--- src/rtl/i2c_slave_mb.sv ---
// rtl/i2c_slave_mb.sv - multi-bus I2C slave with a small write/read byte buffer
module i2c_slave_mb #(
    parameter int         NUM_I2C_BUSSES = 1,
    parameter logic [6:0] SLAVE_ADDR     = 7'h22,
    parameter int         MEM_DEPTH      = 16,
    localparam int        PTR_W          = $clog2(MEM_DEPTH),
    localparam int        SEL_W          = (NUM_I2C_BUSSES > 1) ? $clog2(NUM_I2C_BUSSES) : 1
) (
    input  logic                      clk_i,
    input  logic                      rst_i,
    input  logic [SEL_W-1:0]          bus_sel_i,
    input  logic [NUM_I2C_BUSSES-1:0] scl_i,
    input  logic [NUM_I2C_BUSSES-1:0] sda_i,
    output logic [NUM_I2C_BUSSES-1:0] sda_o,
    output logic                      busy_o,
    output logic                      wr_stb_o,
    output logic [7:0]                wr_data_o,
    output logic [PTR_W-1:0]          ptr_o,
    output logic                      done_o
);

    typedef enum logic [2:0] {
        ST_IDLE, ST_ADDR, ST_ADDR_ACK, ST_WR_DATA,
        ST_WR_ACK, ST_RD_DATA, ST_RD_ACK, ST_IGNORE
    } state_t;

    state_t           state, state_n;
    logic [SEL_W-1:0] bus_q;
    logic             scl_sel, sda_sel;
    logic [2:0]       scl_sync, sda_sync;   // [1:0] synchroniser, [2] history
    logic [6:0]       shift_q;              // the 8th bit goes straight to its consumer
    logic [7:0]       shift_n;
    logic [2:0]       cnt_q;
    logic [PTR_W-1:0] ptr_q;
    logic             sda_q;
    logic             ack_on_q;
    logic             ack_seen_q;
    logic             addressed_q;
    logic [7:0]       mem [MEM_DEPTH];
    logic [7:0]       rd_byte;

    logic scl_rise, scl_fall, start_det, stop_det, sda_bit, addr_match;

    assign scl_rise   = scl_sync[1] & ~scl_sync[2];
    assign scl_fall   = ~scl_sync[1] & scl_sync[2];
    assign start_det  = scl_sync[1] & sda_sync[2] & ~sda_sync[1];
    assign stop_det   = scl_sync[1] & ~sda_sync[2] & sda_sync[1];
    assign sda_bit    = sda_sync[1];
    assign shift_n    = {shift_q, sda_bit};
    assign addr_match = (shift_n[7:1] == SLAVE_ADDR);
    assign rd_byte    = mem[ptr_q];
    assign ptr_o      = ptr_q;

    // Route the latched bus into the synchroniser; unselected lines idle high
    always_comb begin
        scl_sel = 1'b1;
        sda_sel = 1'b1;
        for (int i = 0; i < NUM_I2C_BUSSES; i++) begin
            if (bus_q == SEL_W'(i)) begin
                scl_sel = scl_i[i];
                sda_sel = sda_i[i];
            end
        end
    end

    for (genvar g = 0; g < NUM_I2C_BUSSES; g++) begin : g_sda
        assign sda_o[g] = (bus_q == SEL_W'(g)) ? sda_q : 1'b1;
    end

    // Bus selection only follows bus_sel_i between transfers
    always_ff @(posedge clk_i or posedge rst_i) begin
        if (rst_i)
            bus_q <= '0;
        else if (state == ST_IDLE)
            bus_q <= bus_sel_i;
    end

    // Two-flop synchronisers plus one history stage for edge detection
    always_ff @(posedge clk_i or posedge rst_i) begin
        if (rst_i) begin
            scl_sync <= 3'b111;
            sda_sync <= 3'b111;
        end else begin
            scl_sync <= {scl_sync[1:0], scl_sel};
            sda_sync <= {sda_sync[1:0], sda_sel};
        end
    end

    // State register
    always_ff @(posedge clk_i or posedge rst_i) begin
        if (rst_i)
            state <= ST_IDLE;
        else
            state <= state_n;
    end

    // Next state: START/STOP override any bit-level progress
    always_comb begin
        state_n = state;
        if (start_det) begin
            state_n = ST_ADDR;
        end else if (stop_det) begin
            state_n = ST_IDLE;
        end else begin
            case (state)
                ST_ADDR:     if (scl_rise && cnt_q == 3'd7)
                                 state_n = addr_match ? ST_ADDR_ACK : ST_IGNORE;
                ST_ADDR_ACK: if (scl_fall && ack_on_q)
                                 state_n = shift_q[0] ? ST_RD_DATA : ST_WR_DATA;
                ST_WR_DATA:  if (scl_rise && cnt_q == 3'd7) state_n = ST_WR_ACK;
                ST_WR_ACK:   if (scl_fall && ack_on_q) state_n = ST_WR_DATA;
                ST_RD_DATA:  if (scl_fall && cnt_q == 3'd7) state_n = ST_RD_ACK;
                ST_RD_ACK: begin
                    if (scl_rise && sda_bit)
                        state_n = ST_IGNORE;
                    else if (scl_fall && ack_seen_q)
                        state_n = ST_RD_DATA;
                end
                default: ;
            endcase
        end
    end

    // Datapath: shift/count, SDA drive, buffer, pointer and status pulses
    always_ff @(posedge clk_i or posedge rst_i) begin
        if (rst_i) begin
            shift_q     <= '0;
            cnt_q       <= '0;
            ptr_q       <= '0;
            sda_q       <= 1'b1;
            ack_on_q    <= 1'b0;
            ack_seen_q  <= 1'b0;
            addressed_q <= 1'b0;
            busy_o      <= 1'b0;
            wr_stb_o    <= 1'b0;
            wr_data_o   <= '0;
            done_o      <= 1'b0;
            for (int i = 0; i < MEM_DEPTH; i++) mem[i] <= '0;
        end else begin
            wr_stb_o <= 1'b0;
            done_o   <= 1'b0;
            if (start_det) begin
                cnt_q    <= '0;
                ptr_q    <= '0;
                sda_q    <= 1'b1;
                ack_on_q <= 1'b0;
                busy_o   <= 1'b1;
            end else if (stop_det) begin
                sda_q       <= 1'b1;
                busy_o      <= 1'b0;
                done_o      <= addressed_q;
                addressed_q <= 1'b0;
            end else begin
                case (state)
                    ST_ADDR: if (scl_rise) begin
                        shift_q  <= shift_n[6:0];
                        cnt_q    <= cnt_q + 3'd1;
                        ack_on_q <= 1'b0;
                        if (cnt_q == 3'd7 && addr_match) addressed_q <= 1'b1;
                    end
                    ST_ADDR_ACK, ST_WR_ACK: if (scl_fall) begin
                        if (!ack_on_q) begin
                            sda_q    <= 1'b0;
                            ack_on_q <= 1'b1;
                        end else begin
                            // Reads present their MSB on the fall that ends the ACK
                            sda_q    <= (state == ST_ADDR_ACK && shift_q[0]) ? rd_byte[7] : 1'b1;
                            ack_on_q <= 1'b0;
                            cnt_q    <= '0;
                        end
                    end
                    ST_WR_DATA: if (scl_rise) begin
                        shift_q <= shift_n[6:0];
                        cnt_q   <= cnt_q + 3'd1;
                        if (cnt_q == 3'd7) begin
                            mem[ptr_q] <= shift_n;
                            wr_data_o  <= shift_n;
                            wr_stb_o   <= 1'b1;
                            ptr_q      <= ptr_q + 1'b1;
                            ack_on_q   <= 1'b0;
                        end
                    end
                    ST_RD_DATA: if (scl_fall) begin
                        cnt_q <= cnt_q + 3'd1;
                        if (cnt_q == 3'd7) begin
                            sda_q      <= 1'b1;
                            ptr_q      <= ptr_q + 1'b1;
                            ack_seen_q <= 1'b0;
                        end else begin
                            sda_q <= rd_byte[3'd6 - cnt_q];
                        end
                    end
                    ST_RD_ACK: begin
                        if (scl_rise && !sda_bit) ack_seen_q <= 1'b1;
                        if (scl_fall && ack_seen_q) begin
                            sda_q <= rd_byte[7];
                            cnt_q <= '0;
                        end
                    end
                    default: sda_q <= 1'b1;
                endcase
            end
        end
    end

endmodule

--- config.mk ---
export PLATFORM = sky130hd
export DESIGN_NAME = i2c_slave_mb
export DESIGN_NICKNAME = d
export VERILOG_FILES = /design/src/rtl/i2c_slave_mb.sv
export SDC_FILE = /design/constraint.sdc
export NUM_CORES = 1
export LEC_CHECK = 0
export CORE_ASPECT_RATIO = 0.9
export CORE_MARGIN = 1.5
export CORE_UTILIZATION = 62
export CTS_CLUSTER_DIAMETER = 60
export CTS_CLUSTER_SIZE = 8
export DETAILED_ROUTE_END_ITERATION = 10
export PLACE_DENSITY = 0.8
export SYNTH_ARGS = -nofsm -noshare
export SYNTH_HDL_FRONTEND = slang
export SYNTH_SLANG_ARGS = --single-unit
--- constraint.sdc ---
create_clock -name clk_i -period 7.5 [get_ports clk_i]
set_input_delay 1.5 -clock clk_i [delete_from_list [all_inputs] [get_ports clk_i]]
set_output_delay 1.5 -clock clk_i [all_outputs]
set_load 0.05 [all_outputs]
# Word-level counts from Yosys, hierarchy flattened
# Index checks and enable logic that the tools add are counted.
[classes]
n_eq_ne = 30
magnitude_cmp = 3
n_addsub = 3
muxes = 70
n_reduce_logical = 31
bitwise_logic = 13
[ops]
columns = ["cell", "n"]
rows = [
  ["128-bit bitwise mux", 1],
  ["3-bit 2-to-1 mux", 18],
  ["1-bit 2-to-1 mux", 34],
  ["8-bit binary-select mux with 4-bit select", 1],
  ["8-bit demux with 4-bit select", 1],
  ["4-bit != test (second input constant)", 8],
  ["8-bit 2-to-1 mux", 3],
  ["3-bit != test (second input constant)", 7],
  ["4-bit 2-to-1 mux", 5],
  ["3-bit one-hot mux with 6 select lines", 1],
  ["4-bit AND reduction", 4],
  ["7-bit AND reduction", 2],
  ["3-bit equality test (second input constant)", 4],
  ["3-bit one-hot mux with 4 select lines", 1],
  ["6-bit AND reduction", 2],
  ["2-bit nonzero test", 5],
  ["1-bit logical AND", 9],
  ["2-bit != test (second input constant)", 4],
  ["4-bit one-hot mux with 2 select lines", 1],
  ["8-bit nonzero test", 1],
  ["7-bit by 6-bit equality test with 1-bit output (second input constant)", 1],
  ["1-bit bitwise AND", 6],
  ["3-bit by 2-bit equality test with 1-bit output (second input constant)", 2],
  ["3-bit by 1-bit != test with 1-bit output (second input constant)", 2],
  ["other kinds (21)", 27],
]
[totals]
ff_bits = 167
input_bits = 5
wordCells = 181
output_inout_bits = 16

# Longest topological paths before layout
# Gate-level depths: netlist (run 1).
[logic_depth]
ltp_word = 11
ltp_mapped = 9
ltp_nobuf = 8

# Worst setup path after synthesis (run 1)
# Ideal clock, no wire load.
[synth_timing]
path_type = "register to register"
start = "register ptr_q[0], in the netlist ptr_o[0]"
end = "register sda_q"
path_buffers = 1
period_less_slack_ns = 2.349
stages_incl_launch_ff = 8
required_time_ns = 7.421
setup_ns = 0.079
path_slack_ns = 5.151
arrival_ns = 2.270
cell_sequence = "dfrtp_1 buf_6 mux4_2 nor2b_1 a2111oi_0 or4b_1 o211ai_1 a22o_1"
[synth_between]
elab_chain_cells = 11
word_cells_on_any_way = 15
classes_between = "mux (14); bitwise (1)"
[synth_lines]
columns = ["element", "line", "rtl"]
rows = [
  ["from (decl)", "34", "logic [PTR_W-1:0] ptr_q;"],
  ["from (signal assigned)", "179", "ptr_q <= ptr_q + 1'b1;"],
  ["from (signal assigned)", "187", "ptr_q <= ptr_q + 1'b1;"],
  ["4-bit inverter with 5-bit output (implied by the code) *", "51", "assign rd_byte = mem[ptr_q];"],
  ["8-bit binary-select mux with 4-bit select *", "51", ""],
  ["8-bit 2-to-1 mux (implied by the code) * (2 in a row)", "51", ""],
  ["1-bit binary-select mux with 3-bit select", "190", "sda_q <= rd_byte[3'd6 - cnt_q];"],
  ["1-bit 2-to-1 mux (implied by the code)", "190", ""],
  ["1-bit 2-to-1 mux", "185", "if (cnt_q == 3'd7) begin"],
  ["1-bit 2-to-1 mux", "183", "ST_RD_DATA: if (scl_fall) begin"],
  ["1-bit one-hot mux with 4 select lines *", "154", "case (state)"],
  ["1-bit 2-to-1 mux *", "148", "end else if (stop_det) begin"],
  ["1-bit 2-to-1 mux *", "142", "if (start_det) begin"],
  ["to (signal assigned)", "167", "sda_q <= (state == ST_ADDR_ACK && shift_q[0]) ? rd_byte[7] : 1'b1;"],
  ["to (signal assigned)", "190", ""],
  ["to (signal assigned)", "196", "sda_q <= rd_byte[7];"],
  ["to (decl)", "35", "logic sda_q;"],
]
# Every way passes the cells marked *; elsewhere a longest branch is shown, timed or not. The select of a mux whose other input is x is not followed.
# A chain may end at the register's enable or synchronous reset.

# Final worst setup path (run 1)
[layout_timing]
start = "register ptr_q[3], in the netlist ptr_o[3]"
end = "output port ptr_o[3]"
[layout_rtl]
columns = ["element", "line", "rtl"]
rows = [
  ["to (decl)", "18", "output logic [PTR_W-1:0] ptr_o,"],
]
# No word-level cell between the ends.

==> results of run 1 <==
## metrics by stage
step	util, %	hold WS (ns)	cell area [µm²]
final	70.04	0.3576	8852
after global routing	70.04	0.3628	8852
after CTS	70.04	0.3590	8852
after detailed placement	65.38	0.3527	8263
after global placement	65.38	0.3462	8263
after floorplan	-	0.3452	8008
## worst register-to-register path, delay by kind of cell, from the launching register on
family	cells	cell delay, ns
simple gates	2	0.79
compound gates	1	0.27
mux	1	0.47
buf+inv	1	0.35
flops	1	0.81
## layout by cell type, fill, tap and decap left out, drive strengths merged, types with 3 or more instances in the layout
cell / count
clkbuf: 20
nor3: 3
dfstp: 7
nor2b: 12
or2: 3
a21oi: 13
a31oi: 8
dfrtp: 160
nor2: 21
o21ai: 29
clkinv: 3
inv: 15
nand3: 21
clkdlybuf4s50: 20
a22oi: 8
mux2: 132
nand4: 9
ha: 6
and3: 5
clkinvlp: 3
nand2: 46
xnor2: 3
mux2i: 14
buf: 5
mux4: 26
## logic make-up (layout without fill, tap and decap cells)
group / Yosys count / after routing
flops: 167 / 167
xor+xnor: 5 / 5
buf+inv: 54 / 68
mux: 172 / 172
compound gates: 82 / 82
fa+ha+maj: 7 / 7
simple gates: 131 / 131
## routing by layer
layer	vias up	track usage, %	wire length, µm
li1	2279	-	-
met1	2605	40.41	7662
met2	200	41.74	8317
met3	18	7.150	1196
met4	0	8.605	245
met5	-	0	0
## state kept, by name, indices dropped and copies added (netlist names)
signal,count
shift_q,7
mem,128
bus_q,1
addressed_q,1
busy_o,1
done_o,1
ack_on_q,1
sda_q,1
ptr_o,4
wr_stb_o,1
scl_sync,3
wr_data_o,8
sda_sync,3
ack_seen_q,1
state,3
cnt_q,3
## final cells by class
type,count,share of cell area [%]
repair buffers,25,2.686
flip-flops and latches,167,47.34
clock buffers,20,5.046
clock inverters,12,1.611
multi-input cells,397,40.48
well taps,164,2.318
inverters,11,0.5230
## power by group
part	switching, mW	internal (mW)	leakage, nW
Clock	0.366	0.504	0.280
Sequential	0.201	0.963	2.28
Combinational	0.363	0.239	1.55
## path summary, 6_finish.rpt
kind,start,to,slack [ns],cells after the start
min,scl_sync[0]$_DFF_PP1_,scl_sync[1]$_DFF_PP1_,0.36,0
max reg2reg,state[1]$_DFFE_PP0P_,mem[27]$_DFFE_PP0P_,4.69,5
max,ptr_o[3]$_DFFE_PP0P_,ptr_o[3],3.82,1
min reg2reg,scl_sync[0]$_DFF_PP1_,scl_sync[1]$_DFF_PP1_,0.36,0
min in group asynchronous,rst_i,mem[109]$_DFFE_PP0P_,1.60,2
max in group asynchronous,rst_i,ptr_o[0]$_DFFE_PP0P_,4.45,3
==> impl_metrics.toml, run 1 <==
[status]
status = "finished clean"

[synth]
synth_common_cells = "160 x dfrtp_1, 128 x mux2_2, 42 x nand2_1"
avgSynthCellArea_um2 = 12.96
synth-compound-area-share_pct = 6.547
synth.most_common_cell = "dfrtp_1"
synth_ff_type = "dfrtp_1"
yosysSeqAreaShare_pct = 52.30
ys_types = 57
synth_edf_count = 0
async_reset_ff_share_pct = 100.0
syn_area_um2 = 8008
synth_adder_area_share_pct = 1.063
synth_top_cell_area_share_pct = 50.00
netlist_top_cells_area = "dfrtp_1 50%, mux2_2 18%, mux4_2 7.3%"
synth_top_area_cell = "dfrtp_1"
yosysWarningCount = 0
yosys.area_share.simple_pct = 8.875
synth_top_family_by_area = "multiplexers"
synthMuxAreaShare_pct = 27.63
synth_cells = 618
synth_seq_cells = 167
syn_nets = 629
synth_xor_area_share_pct = 0.5469

[route]
drt-pass1-iter-count = 6
wl_per_cell_um = 21.89
wl_mm = 17.42
drtAntennaViolNets = 0
remaining_drc_errors = 0
vias = 5102
viasPerCell = 6.410
drt_iter0_drc = 462

[worst_setup_path]
crit_type = "reg2out"
critPathMaxFanout = 21
required_ns = 6.00
slowest_stage = "clkdlybuf4s50_1"
critical_path_buf_inv_count = 1
crit_chain = "clkdlybuf4s50_1"
critPathMaxStageDelay_ns = 0.94
worstSetupEndpointType = "primary output"
critPathTopFamily = "buffers and inverters"
critPathArrivalTime_ns = 2.18
cp-start-kind = "flop"

[sta]
finalSetupViolations = 0
slew_violations = 0
skew_ns = 0.01009
worst_slack_ns = 3.816
slew-limit-headroom_pct = 39.81
worst_pin_slew_ns = 0.9029
max_freq_mhz = 271.4
finalHoldViolCount = 0
tns_ns = 0
min_period_ns = 3.684
period_share_pct = 49.12
grt_setup_unrepaired = "no"

[finish]
ff_latch_area_um2 = 4190
n_fill_cell = 846
antenna_cells = 0
area_growth_pct = 10.55
drive_gt1_share_pct = 34.81
multiInputGateArea_um2 = 3583
fin_cells = 796
nNetsFinal = 630

[floorplanning]
dieArea_um2 = 13610
io_pins = 21
die_height_um = 110.8
die_x_um = 122.8
core_um2 = 12640
rows = 39
initial_core_util_pct = 63.36

[clocking]
postCtsSetupBuffers = 0
cts_buffer_depth = 2
htree_levels = 4
cts_tree = "yes"
cts_resized = 0
clkLatencyLatePin_ns = 0.44
cts.clk_slew.worst_paths_ns = 0.06
cts-root-buf = "clkbuf_16"
numCtsBuffers = 17
cts_sinks = 167
cts.hold.buffers_added = 0

[place]
gp_congestion = 0.9272
dpl.cell_count = 764
dp_hpwl_mm = 11.15
place_ws_ns = 3.867
port_buffers = 20

[min_path]
hold_path.class = "reg2reg"

[pwr]
ir_drop_uv = 231.6
p_leak_nw = 4.106
power.density_nw_per_um2 = 297.7
power_mw = 2.635

[global_route]
grt_max_degree = 95
grt_overflow_total = 0
first_global_vias = 5146
grt_pass1_wl_mm = 28.28
track_usage_pct = 27.90
antenna_found_initial = 0

[job]
cap_violations = 0
Note: power is estimated with default switching activity, not from simulation.
==> run 2, diff against run 1 <==
Clock period 7.5 ns to 3.79 ns, I/O delays scaled along.
==> impl_metrics.toml, run 2 (synthesized netlist as in run 1, its figures left out) <==
[place]
dpl.cell_count = 767
dp_hpwl_mm = 11.59
port_buffers = 20
gp_congestion = 0.9832

[clocking]
numCtsBuffers = 17
cts-root-buf = "clkbuf_16"
clkLatencyLatePin_ns = 0.44
cts.hold.buffers_added = 0
postCtsSetupBuffers = 0
cts_sinks = 167
cts_tree = "yes"
htree_levels = 4
cts.clk_slew.worst_paths_ns = 0.06
cts_buffer_depth = 2
cts_resized = 0

[sta]
tns_ns = 0
worst_pin_slew_ns = 0.9191
grt_setup_unrepaired = "no"
finalHoldViolCount = 0
min_period_ns = 3.120
skew_ns = 0.009737
slew_violations = 0
period_share_pct = 82.32
slew-limit-headroom_pct = 38.73
max_freq_mhz = 320.5
finalSetupViolations = 0

[pwr]
power_mw = 5.221
p_leak_nw = 4.141
power.density_nw_per_um2 = 586.3
ir_drop_uv = 439.6

[min_path]
hold_start = "scl_sync[0]$_DFF_PP1_"
min_to = "scl_sync[1]$_DFF_PP1_"
hold_path.class = "reg2reg"
hold_depth = 0

[route]
wl_mm = 17.73
wl_per_cell_um = 22.19
drt_iter0_drc = 585
remaining_drc_errors = 0
viasPerCell = 6.476
vias = 5174
drtAntennaViolNets = 0
drt-pass1-iter-count = 5

[global_route]
grt_overflow_total = 0
track_usage_pct = 28.64
grt_pass1_wl_mm = 29.01
grt_max_degree = 102
antenna_found_initial = 0
first_global_vias = 5201

[finish]
layout_commonest_cell = "dfrtp_1"
nNetsFinal = 633
antenna_cells = 0
largest_reg_flops = 128
largest-register = "mem"
area_growth_pct = 11.20
reg.largest.list = "mem (128), wr_data_o (8), shift_q (7)"
drive_gt1_share_pct = 35.43
mostFrequentLayoutCells = "158 x dfrtp_1, 128 x mux2_2, 42 x nand2_1"
fin_cells = 799
fin_util_pct = 70.46

[status]
status = "finished clean"

[worst_setup_path]
r2r_setup_slack_ns = 0.88
critPathMaxStageDelay_ns = 0.97
r2r-end = "mem[91]$_DFFE_PP0P_"
critPathMaxFanout = 31
critical_path_buf_inv_count = 1
slowest_stage = "dfrtp_2"
critPathTopFamily = "flip-flops"
worstSetupEndpointType = "primary output"
crit_type = "reg2out"
r2r-start = "state[1]$_DFFE_PP0P_"
cp-start-kind = "flop"
r2r_cells = 5
crit_chain = "clkdlybuf4s50_1"
critPathArrivalTime_ns = 2.36
required_ns = 3.03

[floorplanning]
die_x_um = 122.8
dieArea_um2 = 13610
core_um2 = 12640
io_pins = 21
initial_core_util_pct = 63.36
die_height_um = 110.8
rows = 39

[job]
cap_violations = 0
run 2: cell types whose count changed in the layout (fill, tap and decap cells not counted), sizes merged:
| cell | change |
|---|---|
| clkinvlp | -2 |
| buf | +3 |
| bufinv | -1 |
| inv | +4 |
| clkbuf | -3 |
| clkinv | +2 |
run 2: report_power, final:
group,switching [mW],internal [mW],total [mW]
registers,0.477,1.90,2.38
clock network,0.766,0.931,1.70
logic,0.653,0.490,1.14
run 2: worst max path at each step:
stage,start,end,cells after the start
floorplan,rst_i,ack_on_q$_DFFE_PP0P_,1
global placement,state[1]$_DFFE_PP0P_,mem[92]$_DFFE_PP0P_,5
detailed placement,state[1]$_DFFE_PP0P_,mem[31]$_DFFE_PP0P_,4
CTS,ptr_o[0]$_DFFE_PP0P_,ptr_o[0],1
global route,ptr_o[0]$_DFFE_PP0P_,ptr_o[0],1
finish,ptr_o[0]$_DFFE_PP0P_,ptr_o[0],1
run 2: final cells by class:
class                           instances  area [µm²]
Sequential cell                       167        4190
Fill cell                             851        3734
Multi-Input combinational cell        397        3583
Clock buffer                           17       425.4
Timing Repair Buffer                   28       297.8
Tap cell                              164       205.2
Clock inverter                         15       157.7
Inverter                               11       45.04
run 2: metal layers:
metal | up-vias | global-route usage [%] | routed length [µm]
met4 | 0 | 11.86 | 542
met2 | 205 | 41.15 | 8209
met1 | 2644 | 41.86 | 7835
li1 | 2276 | - | -
met5 | - | 0 | 0
met3 | 49 | 7.150 | 1142
run 2: through the flow:
stage                     instance area (µm²)  setup WS (ns)  hold WS (ns)
after floorplan                          8011         0.9110        0.3452
after global placement                   8322          1.043        0.3464
after detailed placement                 8322         0.9542        0.3494
after CTS                                8905         0.6457        0.3562
after global routing                     8905         0.5381        0.3602
final                                    8905         0.6703        0.3555
